<file path="src/rtl/cordic_pkg.sv">
// cordic_pkg: Q2.30 types, arctangent table, gain constant and FSM states for cordic_rotator
package cordic_pkg;
  typedef logic signed [31:0] q2_30_t;
  typedef enum logic [1:0] {IDLE, ROTATE, SCALE} state_t;
  localparam q2_30_t HALF_PI = 32'sh6487ED51;
  localparam q2_30_t KINV = 32'sh26DD3B6A;
  localparam q2_30_t ATAN [30] = '{
    32'sh3243F6A9, 32'sh1DAC6705, 32'sh0FADBAFD, 32'sh07F56EA7, 32'sh03FEAB77,
    32'sh01FFD55C, 32'sh00FFFAAB, 32'sh007FFF55, 32'sh003FFFEB, 32'sh001FFFFD,
    32'sh00100000, 32'sh00080000, 32'sh00040000, 32'sh00020000, 32'sh00010000,
    32'sh00008000, 32'sh00004000, 32'sh00002000, 32'sh00001000, 32'sh00000800,
    32'sh00000400, 32'sh00000200, 32'sh00000100, 32'sh00000080, 32'sh00000040,
    32'sh00000020, 32'sh00000010, 32'sh00000008, 32'sh00000004, 32'sh00000002
  };
  function automatic q2_30_t clamp_angle(input q2_30_t a);
    return a > HALF_PI ? HALF_PI : a < -HALF_PI ? -HALF_PI : a;
  endfunction
endpackage

</file>
<file path="src/rtl/cordic_rotator_fixed_to_dec4.sv">
// fixed_to_dec4: combinational Q2.30 to signed 4-digit decimal scaler (1.0 -> 10000)
module fixed_to_dec4 (
  input  logic [31:0] value,
  output logic [15:0] dec
);
  logic [13:0] m;
  logic [27:0] prod;
  logic [14:0] q;
  always_comb begin
    m = 14'((value[31] ? -value : value) >> 17);
    prod = 28'(m) * 28'd10000;
    q = 15'(prod >> 13);
    dec = value[31] ? -{1'b0, q} : {1'b0, q};
  end
endmodule

</file>
<file path="src/rtl/cordic_rotator.sv">
// cordic_rotator: iterative rotation-mode CORDIC (cos/sin); CORDIC_DEC4_OUT_EN adds decimal outputs
module cordic_rotator
  import cordic_pkg::*;
#(
  parameter int ITER = 30,
  parameter int W = 32
) (
  input  logic         clk,
  input  logic         reset,
  input  logic         start,
  input  logic [W-1:0] angle,
  input  logic [W-1:0] x_in,
  input  logic [W-1:0] y_in,
  output logic         busy,
  output logic         valid,
  output logic [W-1:0] cos_out,
`ifdef CORDIC_DEC4_OUT_EN
  output logic [W-1:0] sin_out,
  output logic [15:0]  cos_dec,
  output logic [15:0]  sin_dec
`else
  output logic [W-1:0] sin_out
`endif
);
  localparam logic [4:0] LAST = 5'(ITER - 1);
  state_t state, state_n;
  q2_30_t x, y, z, x_rot, y_rot, z_rot, cos_n, sin_n;
  logic signed [63:0] px, py;
  logic [4:0] i;
  always_comb begin
    x_rot = z[31] ? x + (y >>> i) : x - (y >>> i);
    y_rot = z[31] ? y - (x >>> i) : y + (x >>> i);
    z_rot = z[31] ? z + ATAN[i] : z - ATAN[i];
    px = 64'(x) * 64'(KINV);
    py = 64'(y) * 64'(KINV);
    cos_n = 32'(px >>> 30);
    sin_n = 32'(py >>> 30);
    state_n = state == IDLE ? (start ? ROTATE : IDLE) :
              state == ROTATE ? (i == LAST ? SCALE : ROTATE) : IDLE;
  end
`ifdef CORDIC_DEC4_OUT_EN
  logic [15:0] cos_dec_n, sin_dec_n;
  fixed_to_dec4 u_cos_dec (.value(cos_n), .dec(cos_dec_n));
  fixed_to_dec4 u_sin_dec (.value(sin_n), .dec(sin_dec_n));
  always_ff @(posedge clk)
    if (reset) begin
      cos_dec <= '0;
      sin_dec <= '0;
    end else if (state == SCALE) begin
      cos_dec <= cos_dec_n;
      sin_dec <= sin_dec_n;
    end
`endif
  always_ff @(posedge clk) state <= reset ? IDLE : state_n;
  always_ff @(posedge clk)
    if (reset) begin
      busy <= 1'b0;
      valid <= 1'b0;
      cos_out <= '0;
      sin_out <= '0;
      i <= '0;
      x <= '0;
      y <= '0;
      z <= '0;
    end else begin
      valid <= 1'b0;
      if (state == IDLE && start) begin
        x <= x_in;
        y <= y_in;
        z <= clamp_angle(angle);
        i <= '0;
        busy <= 1'b1;
      end else if (state == ROTATE) begin
        x <= x_rot;
        y <= y_rot;
        z <= z_rot;
        i <= i + 5'd1;
      end else if (state == SCALE) begin
        cos_out <= cos_n;
        sin_out <= sin_n;
        valid <= 1'b1;
        busy <= 1'b0;
      end
    end
endmodule

</file>
<file path="config.mk">
export PLATFORM = sky130hd
export DESIGN_NAME = cordic_rotator
export DESIGN_NICKNAME = d
export VERILOG_FILES = /design/src/rtl/cordic_pkg.sv /design/src/rtl/cordic_rotator_fixed_to_dec4.sv /design/src/rtl/cordic_rotator.sv
export SDC_FILE = /design/constraint.sdc
export NUM_CORES = 2
export LEC_CHECK = 0
export ABC_AREA = 1
export CORE_UTILIZATION = 60
export DETAILED_ROUTE_END_ITERATION = 7
export PLACE_DENSITY = 0.84
export SLEW_MARGIN = 30
export SYNTH_ARGS = -nofsm -noshare
export SYNTH_HDL_FRONTEND = slang
export SYNTH_HIERARCHICAL = 1
export SYNTH_SLANG_ARGS = --single-unit
</file>
<file path="constraint.sdc">
create_clock -name clk -period 9 [get_ports clk]
set_clock_uncertainty 0.15 [all_clocks]
set_input_delay 0.9 -clock clk [delete_from_list [all_inputs] [get_ports clk]]
set_output_delay 0.9 -clock clk [all_outputs]
set_load 0.05 [all_outputs]
</file>
Yosys cells after proc, flatten, opt, wreduce, memory -nomap -nowiden
Memory sizes are Yosys's and may differ from the RTL's.
Index checks and enable logic that the tools add are counted.
{"block": "word_totals", "reg_bits": 169, "latch_bits": 0, "ram_bits": 0, "mem_bits_ro": 1024, "input_bits": 99, "output_inout_bits": 66, "word_cells": 60, "memories": 1}
{"name": "(name not given)", "depth": 32, "width": 32, "read_ports": 1, "rd_ports_with_merged_regs": 0, "write_ports": 0, "line_no": "cordic_rotator.sv:33", "rtl": "z_rot = z[31] ? z + ATAN[i] : z - ATAN[i];"}
{"block": "op_classes", "add_sub_neg": 7, "mul": 2, "div_mod_pow": 0, "magnitude_cmp": 3, "n_eq_ne": 4, "n_shift": 2, "muxes": 21, "n_bitwise": 3, "reduce_logical": 8}
{"cell": "$mux W32", "count": 13}
{"cell": "$mul A32 B30 Y61 const B", "count": 2}
{"cell": "$add A32 B32 Y32", "count": 3}
{"cell": "$sub A32 B32 Y32", "count": 3}
{"cell": "$sshr A32 B5 Y32", "count": 2}
{"cell": "$gt A32 B32 Y1 const B", "count": 1}
{"cell": "$lt A32 B32 Y1 const B", "count": 1}
{"cell": "$ge A6 B6 Y1 const B", "count": 1}
{"cell": "$mux W2", "count": 3}
{"cell": "$not A5 Y6", "count": 1}
{"cell": "$add A5 B1 Y5 const B", "count": 1}
{"cell": "$eq A5 B5 Y1 const B", "count": 1}
{"cell": "$mux W1", "count": 5}
{"cell": "$reduce_bool A2 Y1", "count": 2}
{"cell": "$reduce_and A3 Y1", "count": 1}
{"cell": "$reduce_or A3 Y1", "count": 1}
{"cell": "$eq A2 B1 Y1 const B", "count": 1}
{"cell": "$eq A2 B2 Y1 const B", "count": 1}
{"cell": "$logic_not A2 Y1", "count": 1}
{"cell": "$ne A2 B1 Y1 const B", "count": 1}
{"cell": "$not A1 Y1", "count": 2}
{"cell": "$reduce_and A2 Y1", "count": 1}
{"cell": "$reduce_or A2 Y1", "count": 1}
{"cell": "$logic_and A1 B1 Y1", "count": 1}

Depth between registers and ports, before layout
{"block": "depth", "depth_word": 8, "ltp_mapped": 37, "mapped_depth_nobuf": 35}

Worst setup path before layout
OpenSTA, ideal clock, no wires.
{"block": "synth_path", "path_type": "register to register", "start": "register y[31]", "end": "register sin_out[24]", "setup_ps": 114, "t_arrival_ps": 7003, "required_time_ps": 8736, "path_slack_ps": 1734, "stages_incl_launch_ff": 23, "path_buffers": 1, "period_less_slack_ps": 7266, "path_cell_list": "dfxtp_1 > inv_1 > clkbuf_1 > o21ai_0 > fa_1 > fa_1 > fa_1 > fa_1 > inv_1 > fa_1 > inv_1 > ha_1 > a21oi_1 > o21ai_0 > a311oi_1 > nand3_1 > nand2_1 > nand3_1 > nand2_1 > nand2_1 > or2_2 > nand3_1 > nand2_1"}
{"block": "synth_via", "elab_chain_len": 1}
{"item": "start: declaration", "line_no": "cordic_rotator.sv:27", "rtl": "q2_30_t x, y, z, x_rot, y_rot, z_rot, cos_n, sin_n;"}
{"item": "start signal: assignment", "line_no": "cordic_rotator.sv:69", "rtl": "y <= y_in;"}
{"item": "start signal: assignment", "line_no": "cordic_rotator.sv:75", "rtl": "y <= y_rot;"}
{"item": "$mul A32 B30 Y61", "line_no": "cordic_rotator.sv:35", "rtl": "py = 64'(y) * 64'(KINV);"}
{"item": "end signal: assignment", "line_no": "cordic_rotator.sv:80", "rtl": "sin_out <= sin_n;"}
{"item": "end: declaration", "line_no": "cordic_rotator.sv:22", "rtl": "output logic [W-1:0] sin_out"}
Every way passes these cells.
A chain may end at the register's enable or synchronous reset.

Worst setup path after layout
{"block": "layout_path", "start": "register y[16]", "end": "register sin_out[24]"}
Same word-level chain as after synthesis.

==> results.txt <==
----------------------------------------------------
[Status]
  Status ... completed

[Detailed routing]
  Ratio of routed vias to standard cells ... approximately 6
  DRC violation count after routing ... 0
  Count of antenna-violating nets left after detailed routing ... 0
  Total via count after detailed routing ... 51.3k
  Number of design-rule violations left by the first detailed-router iteration ... about 5.2k
  WL per Instance ... 22.8 microns
  Drt pass-1 iters ... 8
  Total detailed-routing wirelength ... 199000 microns

[Layout]
  Post-route standard cell area excluding fillers ... 60200 sq um
  Fraction of final layout cells with drive strength greater than 1 ... 0.0274
  # fillers ... about 8.4k
  Leading cell type in the layout, fill and taps excluded ... sky130_fd_sc_hd__inv_1
  Layout Area Growth over Synthesis ... 6.15%
  Most frequent cells in the layout ... sky130_fd_sc_hd__inv_1, sky130_fd_sc_hd__nand2_1, sky130_fd_sc_hd__fa_1
  Number of nets in the layout ... about 9k

[Setup path]
  Data required time of the critical path ... 9.27 ns
  Critical path endpoint category ... register
  Number of buffer and inverter stages on the critical path ... 6
  Cell with the largest stage delay on the worst path ... sky130_fd_sc_hd__dfxtp_1
  Flop2flop setup slack ... slightly above 0.9 ns
  Setup CP Type ... register to register
  Kind of start point of the critical path ... register
  Highest cell delay on the worst timing path ... 0.88 ns
  Top delay family on crit path ... adder cells
  Worst-path fanout max ... 12
  Destination of the worst register-to-register timing path ... sin_out[24]
  Data arrival time of the worst path ... 8.34 ns
  Depth of the worst register-to-register path ... 30
  Reg2Reg Launch Point ... y[16]

[Global routing]
  GRT Util Overall ... 0.420
  First-pass GRT wire length ... 301000 microns
  Congestion Overflow GR ... 0
  Initial antenna violation count ... 1
  Vias in the first global route ... 51.6k
  Maximum number of pins on one net before global-route repair ... 67

[Worst hold path]
  Type of the worst min-delay path ... register to register
  Start point of the worst hold path ... sin_out[16]
  Endpoint with the worst hold slack ... sin_out[16]
  Number of stages on the worst hold path ... 2

[Synthesis]
  Xor and xnor area share after synthesis ... 0.0502
  Adder-Cell Fraction of Synth Area ... 0.482
  Combinational family with the most area after synthesis ... adder cells
  Number of flip-flops and latches in the synthesized netlist ... 169
  Sequential fraction of the synthesis area ... 0.0597
  Synthesized area divided by synthesized cell count ... 7.67 sq um
  Nets in the synthesized netlist ... 9168
  Number of cells produced by synthesis ... about 7.4k
  Number of distinct library cell variants in the gate-level netlist after synthesis ... 67
  Synth Cell Area ... around 57000 sq um
  Warning count from the yosys run ... 6
  Primary FF master, synth ... sky130_fd_sc_hd__dfxtp_1
  Share of cell area taken by muxes after synthesis ... 0.000176
  Area share of and/or/nand/nor cells after synthesis ... 0.148
  Post-synth EDFFs ... 0
  Share of the synthesized area in compound gates (AO/OA/AOI/OAI) ... 0.128
  Share of synthesized flip-flops with an asynchronous set or reset ... 0

[Clock tree]
  # Post-CTS Setup Buffers ... 0
  CTS tree ... built
  Clock-pin slew of the registers on the worst-case setup and hold paths ... 0.08 ns
  Clock tree root driver cell ... sky130_fd_sc_hd__clkbuf_16
  Number of buffers inserted for hold repair after clock tree synthesis ... 0
  CTS buffer count ... 17
  Bufs on Longest Clock Path ... 2
  Number of gates given a new drive strength after cts ... 0
  Sinks on the clock net ... 169
  Latest clock arrival within the worst-skew pair ... 0.55 ns
  Number of H-tree levels ... 4

[Floorplan]
  I/O pin cnt ... 165
  Die area ... 95800 sq um
  Core region area ... 93500 sq um
  Overall die height ... 309 microns
  Row count ... 112
  Die W ... 309 microns
  Starting density of the core ... 0.607

[Timing]
  Setup repair after global routing missed its margin ... false
  Total count of max-transition violations in the final report ... 0
  Tcrit/Tclk final ... 0.896
  Setup TNS ... 0 ns
  Normalized max-slew margin ... 0.351
  Maximum clock frequency ... about 120 MHz
  Slew of the pin with the lowest slew margin ... 0.973 ns
  Count of final setup violators ... 0
  Count of endpoints failing hold in the final timing report ... 0
  Post-layout min period ... 8.06 ns

[Placement]
  Placed inst area ... ~60000 sq um
  Final GP Congestion ... around 1.1
  Number of port buffers ... 164
  Detail Placement HPWL ... between 150000 and 200000 microns

[Flow run]
  Number of max-cap violations ... 0

----------------------------------------------------
==> registers in the layout (all words and copies together), names as in the netlist <==
signal	flops
valid	1
x	32
sin_out	32
z	32
state	2
i	5
busy	1
cos_out	32
y	32
==> metrics by stage <==
| step | utilization | std cells | hold slack (ns) | worst slack [ns] |
|---|---|---|---|---|
| finish | 0.644 | 8735 | 0.303 | 0.936 |
| CTS | 0.644 | 8733 | 0.307 | 1.08 |
| floorplan | - | 7395 | 0.351 | 1.73 |
| global placement | 0.637 | 8702 | 0.286 | 1.20 |
| detailed placement | 0.638 | 8702 | 0.293 | 1.08 |
| global route | 0.644 | 8734 | 0.322 | 0.583 |
==> how the worst max path moves through the flow <==
stage,to,from,slack [ns],cells after the start
after global routing,cos_out[30],x[11],0.58,26
after global placement,sin_out[24],y[16],1.20,30
after detailed placement,sin_out[24],y[16],1.08,30
after floorplan,sin_out[24],y[31],1.73,22
final,sin_out[24],y[16],0.94,30
after CTS,sin_out[24],y[16],1.08,30
==> cell families (layout without fill, tap and decap cells) <==
family                   count (synthesis)  count (layout)
other                                    0               1
flip-flops                             169             169
AND/OR/NAND/NOR                       1988            1988
AO/OA/AOI/OAI                         1267            1267
multiplexers                             1               1
adder cells (fa/ha/maj)               1674            1674
buffers and inverters                 1971            2056
XOR/XNOR                               325             325
==> synthesized netlist by cell type, drive strengths merged, types with 11 or more instances <==
cell,count,area [sq um]
nand2,1104,4180
inv,1813,6810
fa,850,17000
xor2,244,2140
o21a,46,345
xnor2,81,709
nor2,380,1470
o221ai,15,131
nor3,45,235
a21oi,494,2490
dfxtp,169,3380
o22ai,11,68.8
clkbuf,90,338
nor4,27,184
a221oi,14,123
buf,66,375
ha,824,10300
o211ai,36,285
nand3,343,1730
or2,35,219
o21ai,444,2240
o21bai,44,330
nand4,35,219
a21o,44,330
a31oi,66,413
==> layout make-up <==
class | count | area (sq um) | area share
repair buffers | 210 | 2000 | 0.0333
clock buffers | 18 | 429 | 0.00713
clock inverters | 13 | 153 | 0.00254
multi-input cells | 5255 | 45800 | 0.761
flip-flops and latches | 169 | 3390 | 0.0563
diodes | 1 | 2.50 | 0.0000416
inverters | 1815 | 6810 | 0.113
well taps | 1254 | 1570 | 0.0261
==> routing by layer <==
metal  up-vias  GRT usage  wire [microns]  share of wire
li1      23392          -               -              -
met1     24715      0.525           77200           0.39
met2      2547      0.676           90800           0.46
met3       637     0.0685           16500          0.083
met4         2      0.269           14700          0.074
met5         -          0              13       0.000065
==> worst register-to-register path: cells and delay by family (launching register included) <==
kind | cells | cell delay (ns)
xor+xnor | 1 | 0.25
compound gates | 1 | 0.29
fa+ha+maj | 9 | 4.17
simple gates | 13 | 1.86
buf+inv | 6 | 0.37
flops | 1 | 0.88
Power is left out: the tool's default activity adds up to more than one toggle a clock period on the data nets, which glitch-free logic cannot reach.
